==> config.mk <==
export PLATFORM = sky130hd
export DESIGN_NAME = down_sampler
export DESIGN_NICKNAME = d
export VERILOG_FILES = /design/src/rtl/down_sampler_pkg.sv /design/src/rtl/down_line_buffer.sv /design/src/rtl/down_sampler.sv
export SDC_FILE = /design/constraint.sdc
export NUM_CORES = 2
export LEC_CHECK = 0
export CAP_MARGIN = 30
export CORE_UTILIZATION = 40
export CTS_BUF_LIST = sky130_fd_sc_hd__clkbuf_4 sky130_fd_sc_hd__clkbuf_8 sky130_fd_sc_hd__clkbuf_16
export DETAILED_ROUTE_END_ITERATION = 16
export SLEW_MARGIN = 20
export SYNTH_ARGS = -nofsm -noshare
export SYNTH_HDL_FRONTEND = slang
export SYNTH_HIERARCHICAL = 1
export SYNTH_SLANG_ARGS = --single-unit
==> constraint.sdc <==
create_clock -name clk -period 17.43 [get_ports clk]
set_input_delay 3.486 -clock clk [delete_from_list [all_inputs] [get_ports clk]]
set_output_delay 3.486 -clock clk [all_outputs]
set_load 0.05 [all_outputs]
==> src/rtl/down_sampler_pkg.sv <==
// Shared constants, FSM encoding and the rounding 2x2 average helper
// for the down-sampler and its line buffer.
package down_sampler_pkg;

   localparam int PIX_W    = 8;
   localparam int DEF_IN_W = 800;
   localparam int DEF_IN_H = 600;

   typedef enum logic {
      ST_EVEN = 1'b0,
      ST_ODD  = 1'b1
   } state_t;

   // Sum of two horizontal pair sums plus rounding, kept 10 bits wide so
   // an all-255 block cannot wrap before the divide by four.
   function automatic logic [PIX_W-1:0] box_avg(input logic [PIX_W:0] hsum,
                                                input logic [PIX_W:0] stored);
      logic [PIX_W+1:0] total;
      total = {1'b0, hsum} + {1'b0, stored} + 10'd2;
      return total[PIX_W+1:2];
   endfunction

endpackage

==> src/rtl/down_line_buffer.sv <==
// One-row store of horizontal pair sums: single write port, single read
// port with a registered read that holds its value until the next read.
module down_line_buffer
   import down_sampler_pkg::*;
#(
   parameter int DEPTH = DEF_IN_W / 2,
   parameter int AW    = $clog2(DEPTH)
) (
   input  logic            clk,
   input  logic            wr_en,
   input  logic [AW-1:0]   wr_addr,
   input  logic [PIX_W:0]  wr_data,
   input  logic            rd_req,
   input  logic [AW-1:0]   rd_addr,
   output logic [PIX_W:0]  rd_data
);

   logic [PIX_W:0] mem [DEPTH];

   // No reset: every location is rewritten by the even row before use.
   always_ff @(posedge clk) begin
      if (wr_en) begin
         mem[wr_addr] <= wr_data;
      end
      if (rd_req) begin
         rd_data <= mem[rd_addr];
      end
   end

endmodule

==> src/rtl/down_sampler.sv <==
// 2x2 box-average down-sampler: pulls raster pixels from an upstream FIFO
// and delivers IN_W/2 x IN_H/2 rounded averages through a 2-entry buffer.
module down_sampler
   import down_sampler_pkg::*;
#(
   parameter int IN_W = DEF_IN_W,
   parameter int IN_H = DEF_IN_H
) (
   input  logic             clk,
   input  logic             rst,
   input  logic [PIX_W-1:0] din,
   input  logic             in_valid,
   input  logic             in_empty,
   output logic             rd_en,
   output logic [PIX_W-1:0] dout,
   output logic             valid,
   input  logic             rd_en_down,
   output logic             frame_done
);

   localparam int CW = $clog2(IN_W);
   localparam int RW = $clog2(IN_H);
   localparam int AW = CW - 1;
   localparam logic [CW-1:0] COL_LAST = CW'(IN_W - 1);
   localparam logic [RW-1:0] ROW_LAST = RW'(IN_H - 1);

   state_t           state_r;
   state_t           state_nxt;
   logic [CW-1:0]    col_r;
   logic [RW-1:0]    row_r;
   logic [PIX_W-1:0] pair_r;
   logic             armed_r;
   logic             rd_prev_r;
   logic             frame_done_r;

   logic [PIX_W-1:0] fifo_mem_r [2];
   logic             wr_ptr_r;
   logic             rd_ptr_r;
   logic [1:0]       occ_r;

   logic             accept_s;
   logic             col_odd_s;
   logic             last_col_s;
   logic [PIX_W:0]   hsum_s;
   logic [PIX_W:0]   lb_q_s;
   logic             lb_wr_s;
   logic             lb_rd_s;
   logic [AW-1:0]    lb_addr_s;
   logic             push_s;
   logic             pop_s;
   logic [PIX_W-1:0] avg_s;

   // armed_r is low for one cycle after reset so a read issued before the
   // reset cannot leak its pixel into the new frame.
   assign accept_s   = in_valid && armed_r;
   assign col_odd_s  = col_r[0];
   assign last_col_s = (col_r == COL_LAST);
   assign hsum_s     = {1'b0, pair_r} + {1'b0, din};
   assign lb_addr_s  = col_r[CW-1:1];
   assign lb_wr_s    = accept_s && (state_r == ST_EVEN) && col_odd_s;
   assign lb_rd_s    = accept_s && (state_r == ST_ODD) && !col_odd_s;
   assign push_s     = accept_s && (state_r == ST_ODD) && col_odd_s;
   assign avg_s      = box_avg(hsum_s, lb_q_s);

   assign pop_s      = (occ_r != 2'd0) && rd_en_down;
   assign valid      = (occ_r != 2'd0);
   assign dout       = fifo_mem_r[rd_ptr_r];
   assign frame_done = frame_done_r;

   // Reads in flight are counted so the 2-entry buffer can never overflow.
   assign rd_en = armed_r && !rst && !in_empty &&
                  (({1'b0, occ_r} + {2'b00, rd_prev_r}) < 3'd2);

   down_line_buffer #(
      .DEPTH (IN_W / 2),
      .AW    (AW)
   ) u_line_buffer (
      .clk     (clk),
      .wr_en   (lb_wr_s),
      .wr_addr (lb_addr_s),
      .wr_data (hsum_s),
      .rd_req  (lb_rd_s),
      .rd_addr (lb_addr_s),
      .rd_data (lb_q_s)
   );

   always_ff @(posedge clk) begin
      if (rst) begin
         state_r <= ST_EVEN;
      end else begin
         state_r <= state_nxt;
      end
   end

   always_comb begin
      state_nxt = state_r;
      case (state_r)
         ST_EVEN: begin
            if (accept_s && last_col_s) begin
               state_nxt = ST_ODD;
            end else begin
               state_nxt = ST_EVEN;
            end
         end
         ST_ODD: begin
            if (accept_s && last_col_s) begin
               state_nxt = ST_EVEN;
            end else begin
               state_nxt = ST_ODD;
            end
         end
         default: state_nxt = ST_EVEN;
      endcase
   end

   always_ff @(posedge clk) begin
      if (rst) begin
         col_r        <= '0;
         row_r        <= '0;
         pair_r       <= '0;
         armed_r      <= 1'b0;
         rd_prev_r    <= 1'b0;
         frame_done_r <= 1'b0;
      end else begin
         armed_r      <= 1'b1;
         rd_prev_r    <= rd_en;
         frame_done_r <= push_s && (row_r == ROW_LAST) && last_col_s;
         if (accept_s) begin
            if (!col_odd_s) begin
               pair_r <= din;
            end
            if (last_col_s) begin
               col_r <= '0;
               row_r <= (row_r == ROW_LAST) ? '0 : row_r + 1'b1;
            end else begin
               col_r <= col_r + 1'b1;
            end
         end
      end
   end

   // Output buffer: simultaneous push and pop leave occupancy unchanged.
   always_ff @(posedge clk) begin
      if (rst) begin
         fifo_mem_r[0] <= '0;
         fifo_mem_r[1] <= '0;
         wr_ptr_r      <= 1'b0;
         rd_ptr_r      <= 1'b0;
         occ_r         <= 2'd0;
      end else begin
         if (push_s) begin
            fifo_mem_r[wr_ptr_r] <= avg_s;
            wr_ptr_r             <= ~wr_ptr_r;
         end
         if (pop_s) begin
            rd_ptr_r <= ~rd_ptr_r;
         end
         case ({push_s, pop_s})
            2'b10:   occ_r <= occ_r + 2'd1;
            2'b01:   occ_r <= occ_r - 2'd1;
            default: occ_r <= occ_r;
         endcase
      end
   end

endmodule

# After elaboration in Yosys (flattened, before gate mapping)
# Memory sizes are Yosys's and may differ from the RTL's. A register that Yosys moved wholly into a read port is not among the register bits.
# Index checks and enable logic that the tools add are counted.
# totals
mem_count	2
mem_bits_rw	3616
out_inout_bits	11
ff_bits	36
input_bits	13
# classes
n_reduce_logical	21
n_eq_ne	4
addsub	8
n_bitwise	4
n_mux	19
order_cmp	1
# memory_table
memory	depth	width	read_ports	rd_clocked_by_memory_dff	wr	line_no	rtl
u_line_buffer.mem	400	9	1	1	1	down_line_buffer.sv:18	logic [PIX_W:0] mem [DEPTH];
fifo_mem_r	2	8	1	1	2	down_sampler.sv:36	logic [PIX_W-1:0] fifo_mem_r [2];
# op_table
operator	n
adder 10 x 1 -> 10 bit (second input constant)	2
equality test 10 bit (second input constant)	2
two-way mux 10 bit	2
two-way mux 1 bit	14
logical AND 1 bit	13
adder 10 x 2 -> 10 bit (second input constant)	1
adder 9 x 9 -> 10 bit	1
adder 8 x 8 -> 9 bit	1
two-way mux 8 bit	1
OR reduction 8 bit	1
inverter 1 bit	4
case mux 2 bit (2 select lines)	1
AND reduction 2 bit	2
nonzero test 2 bit	2
adder 2 x 1 -> 3 bit	1
logical NOT 1 bit	3
less-than comparator 3 x 2 -> 1 bit (second input constant)	1
adder 2 x 1 -> 2 bit (second input constant)	1
equality test 2 x 1 -> 1 bit (second input constant)	1
equality test 2 bit (second input constant)	1
case mux 1 bit (2 select lines)	1
subtractor 2 x 1 -> 2 bit (second input constant)	1

# Longest topological paths before layout
# depth
depth_word	8
ltp_mapped	15
depth_no_buf	15

# Modules after synthesis
# The synthesis kept the hierarchy.
# by_module_without_submodules
module	area_per_inst_um2	seq_area_each_um2	n_inst	cells_per_inst
down_line_buffer	139593.9	108373.9	1	6427
down_sampler	2919.0	1221.2	1	313

# Least setup slack after synthesis
# No wires, ideal clock.
# synth_timing
path_type	input -> register
start	input din[0]
end	memory fifo_mem_r[0][6] (data pin)
arrival_ps	18390
required_ps	17167
stages	15
setup_time_ps	263
setup_slack_ps	-1223
cell_sequence	ha_1 inv_1 fa_1 nor2b_1 o21ai_0 nand2b_1 a311oi_1 xnor2_1 ha_1 ha_1 a21o_1 a31o_2 a21oi_1 xor2_1 nor2_1
# synth_lines
item	line_no	rtl
start: declaration	down_sampler.sv:11	input logic [PIX_W-1:0] din,
end: declaration	down_sampler.sv:36	

# Worst setup path after layout
# layout_timing
start	input rst
end	output rd_en
# layout_between
elab_chain_len	4
# layout_lines
item	line_no	rtl
start: declaration	down_sampler.sv:10	input logic rst,
logical NOT 1 bit	down_sampler.sv:71	assign rd_en = armed_r && !rst && !in_empty &&
logical AND 1 bit (3 in series)	down_sampler.sv:71	
end: declaration	down_sampler.sv:14	output logic rd_en,
# No other way between the ends.

==> flow_metrics.tcl <==
set metrics [dict create \
    async_reset_ff_share_pct 0 \
    clock_power_share_pct 43.7 \
    drc 0 \
    setup.worst_path.end_class "primary output" \
    synth_compound_area_share_pct 2.25 \
    synth_warnings 6 \
    setup-tns-final_ns 0 \
    synth-adder-area-share_pct 0.256 \
    slew_violations 0 \
    antenna_found_initial 11 \
    numPortBuffers 23 \
    seq_area_frac_synth_pct 76.9 \
    synth_top_area_share_pct 76.4 \
    synth_nets 6781 \
    netlist_top_cells_area "edfxtp_1 76%, mux4_2 14%, mux2i_1 2.2%" \
    clkSinkCount 3662 \
    switching_share_pct 20.8 \
    worst_path_max_delay_cell "clkdlybuf4s50_1" \
    worst_setup_path_start_kind "input pin" \
    ctsResizeCount 0 \
    path_common_cell "clkdlybuf4s50_1" \
    setup_violations 0 \
    dp_hpwl_um 219000 \
    synth_mux_area_share_pct 15.9 \
    arrival_ns 5.86 \
    syn_inst 6740 \
    htreeDepth 5 \
    relSlewSlack_pct 20.8 \
    synth_area_mm2 0.143 \
    die_y_um 599 \
    synth_top_family_by_area "multiplexers" \
    cp.required_ns 13.94 \
    cts_tree "yes" \
    hold_violations 0 \
    crit_buf_inv 3 \
    critical_path.max_stage_delay_ns 0.86 \
    crit_family "buffers and inverters" \
    rsz0062_at_grt "false" \
    overflow 0 \
    fmax_mhz 107 \
    syn_area_per_cell_um2 21.1 \
    wirelength_um 368000 \
    drt-initial-drc-count 8374 \
    dr_wl_met2_um 176000 \
    top_layer_used "met5" \
    cp_cell_sequence "clkdlybuf4s50_1, inv_1, nand3_1, a21oi_1, clkdlybuf4s50_1" \
    max_cap_violations 0 \
    layout-drive-gt1-share_pct 23.9 \
    power_frac_comb_pct 3.4 \
    seqPwrFrac_pct 52.9 \
    track_usage_pct 20.3 \
    cts-hold-fix-buffers 0 \
    peakVddDrop_mv 0.0980 \
    dp_cells 11300 \
    synth_most_common_cell "edfxtp_1" \
    area_growth_pct 13.3 \
    ctsLongestPathBuffers 4 \
    die_x_um 599 \
    pin_count 24 \
    drtAntennaViolNets 0 \
    numCtsBuffers 376 \
    grt_pass1_vias 69600 \
    synth_flop_cell "edfxtp_1" \
    die-area_mm2 0.359 \
    p_per_area_mw_per_mm2 116 \
    final.period_utilization_pct 53.6 \
    clk_pin_slew_ns 0.06 \
    wl_met3_um 30900 \
    wl_per_cell_um 30.7 \
    wl_met1_um 151000 \
    synth.distinct_cells 69 \
    layoutNonFillerInstCount 12000 \
    status "completed" \
    critPathMaxFanout 24 \
    fin_crit_ns 9.35 \
    final.setup_skew_ns 0.116 \
    leakagePower_nw 47.4 \
    p_sw_mw 3.89 \
    gp_congestion 0.830 \
    dr.pass1.iters 5 \
    num_rows 218 \
    synthSimpleGateAreaFrac_pct 2.94 \
    total_power_mw 18.7 \
    final_nets 6980 \
    postCtsSetupRepairBufs 0 \
    crit_type "in -> out" \
    vias_per_cell 5.82 \
    synth_xor_area_share_pct 0.191 \
    core_area_mm2 0.353 \
    ys_seq_elements 3662 \
    p_int_mw 14.8 \
    pre_cts_ws_ns 8.05 \
    synth_common_cells "3625 x edfxtp_1, 862 x mux4_2, 506 x nor2_1" \
    synth_edf_count 3625 \
    grt_first_pass_wirelength_um 525000 \
    num_vias 69800 \
    clockRootBuffer "clkbuf_16" \
    synth_area_leader_cell "edfxtp_1" \
    hold_class "reg -> reg" \
    insertion_delay_ns 1.00 \
    fin_ws_ns 8.08 \
    initial_core_util_pct 40.3 \
    grt_start_max_net_pins 181 \
    tightestPinTransition_ns 1.19 \
]
final timing paths:
| kind | from | end | slack (ns) | cells after the start |
|---|---|---|---|---|
| setup / recovery | rst | rd_en | 8.08 | 5 |
| hold / removal | rd_prev_r | rd_prev_r | 0.44 | 1 |
| setup reg to reg | col_r[2] | u_line_buffer/rd_data[0] | 10.52 | 11 |
| hold reg to reg | rd_prev_r | rd_prev_r | 0.44 | 1 |
layer usage:
layer | GRT usage (%) | vias to the layer above
met5 | 0 | -
li1 | - | 28500
met2 | 32.3 | 3164
met3 | 3.69 | 511
met1 | 28.7 | 37600
met4 | 5.92 | 2
logic make-up (layout without fill, tap and decap cells):
family	after synthesis	after routing
simple gates	956	956
xor+xnor	31	31
fa+ha+maj	28	28
buf+inv	410	920
mux	1180	1180
compound gates	473	473
other cells	0	6
flops	3662	3662
metrics by stage:
step | util (%) | cell area (µm²) | hold WS [ns]
5_1_grt | 45.7 | 161000 | 0.461
2_1_floorplan | - | 143000 | 0.410
4_1_cts | 45.5 | 161000 | 0.438
3_5_place_dp | 41.9 | 148000 | 0.429
6_report | 45.7 | 161000 | 0.441
3_3_place_gp | 41.9 | 148000 | 0.436
power by group through the flow:
stage	Sequential [mW]	Clock [mW]	Combinational, mW
5_1_grt	9.90	8.63	0.673
3_3_place_gp	10.1	0	0.601
6_report	9.90	8.18	0.628
4_1_cts	9.90	8.32	0.628
3_5_place_dp	10.1	0	0.629
2_1_floorplan	10.2	0	0.330
flip-flops by register name, summed over array words and instances, names as in the netlist, named ones only:
signal / flops
occ_r: 2
rd_ptr_r: 1
u_line_buffer/rd_data: 9
pair_r: 8
col_r: 10
row_r: 10
frame_done: 1
state_r: 1
armed_r: 1
wr_ptr_r: 1
u_line_buffer/mem: 3600
fifo_mem_r: 16
rd_prev_r: 1
cell usage in the layout (no fill, tap or decap), types with 36 or more instances in the layout:
cell       instances
o21ai_0           49
nand3_1           59
clkbuf_4          78
clkbuf_16        377
a22oi_1           36
clkinv_2          68
a21oi_1          101
mux4_2           862
buf_4            158
nand2_1          185
mux2i_1          308
nor2_1           504
bufinv_16         44
o22ai_1           99
clkinv_1          76
edfxtp_1        3625
o221ai_1          78
area by class of cell:
type | count | area (µm²)
diodes | 6 | 15.0
inverters | 13 | 70.1
flip-flops and latches | 3662 | 110000
clock buffers | 455 | 10000
well taps | 4730 | 5920
multi-input cells | 2668 | 31000
fillers | 29400 | 192000
repair buffers | 218 | 2090
clock inverters | 234 | 2710
(Power assumes the default switching activity.)
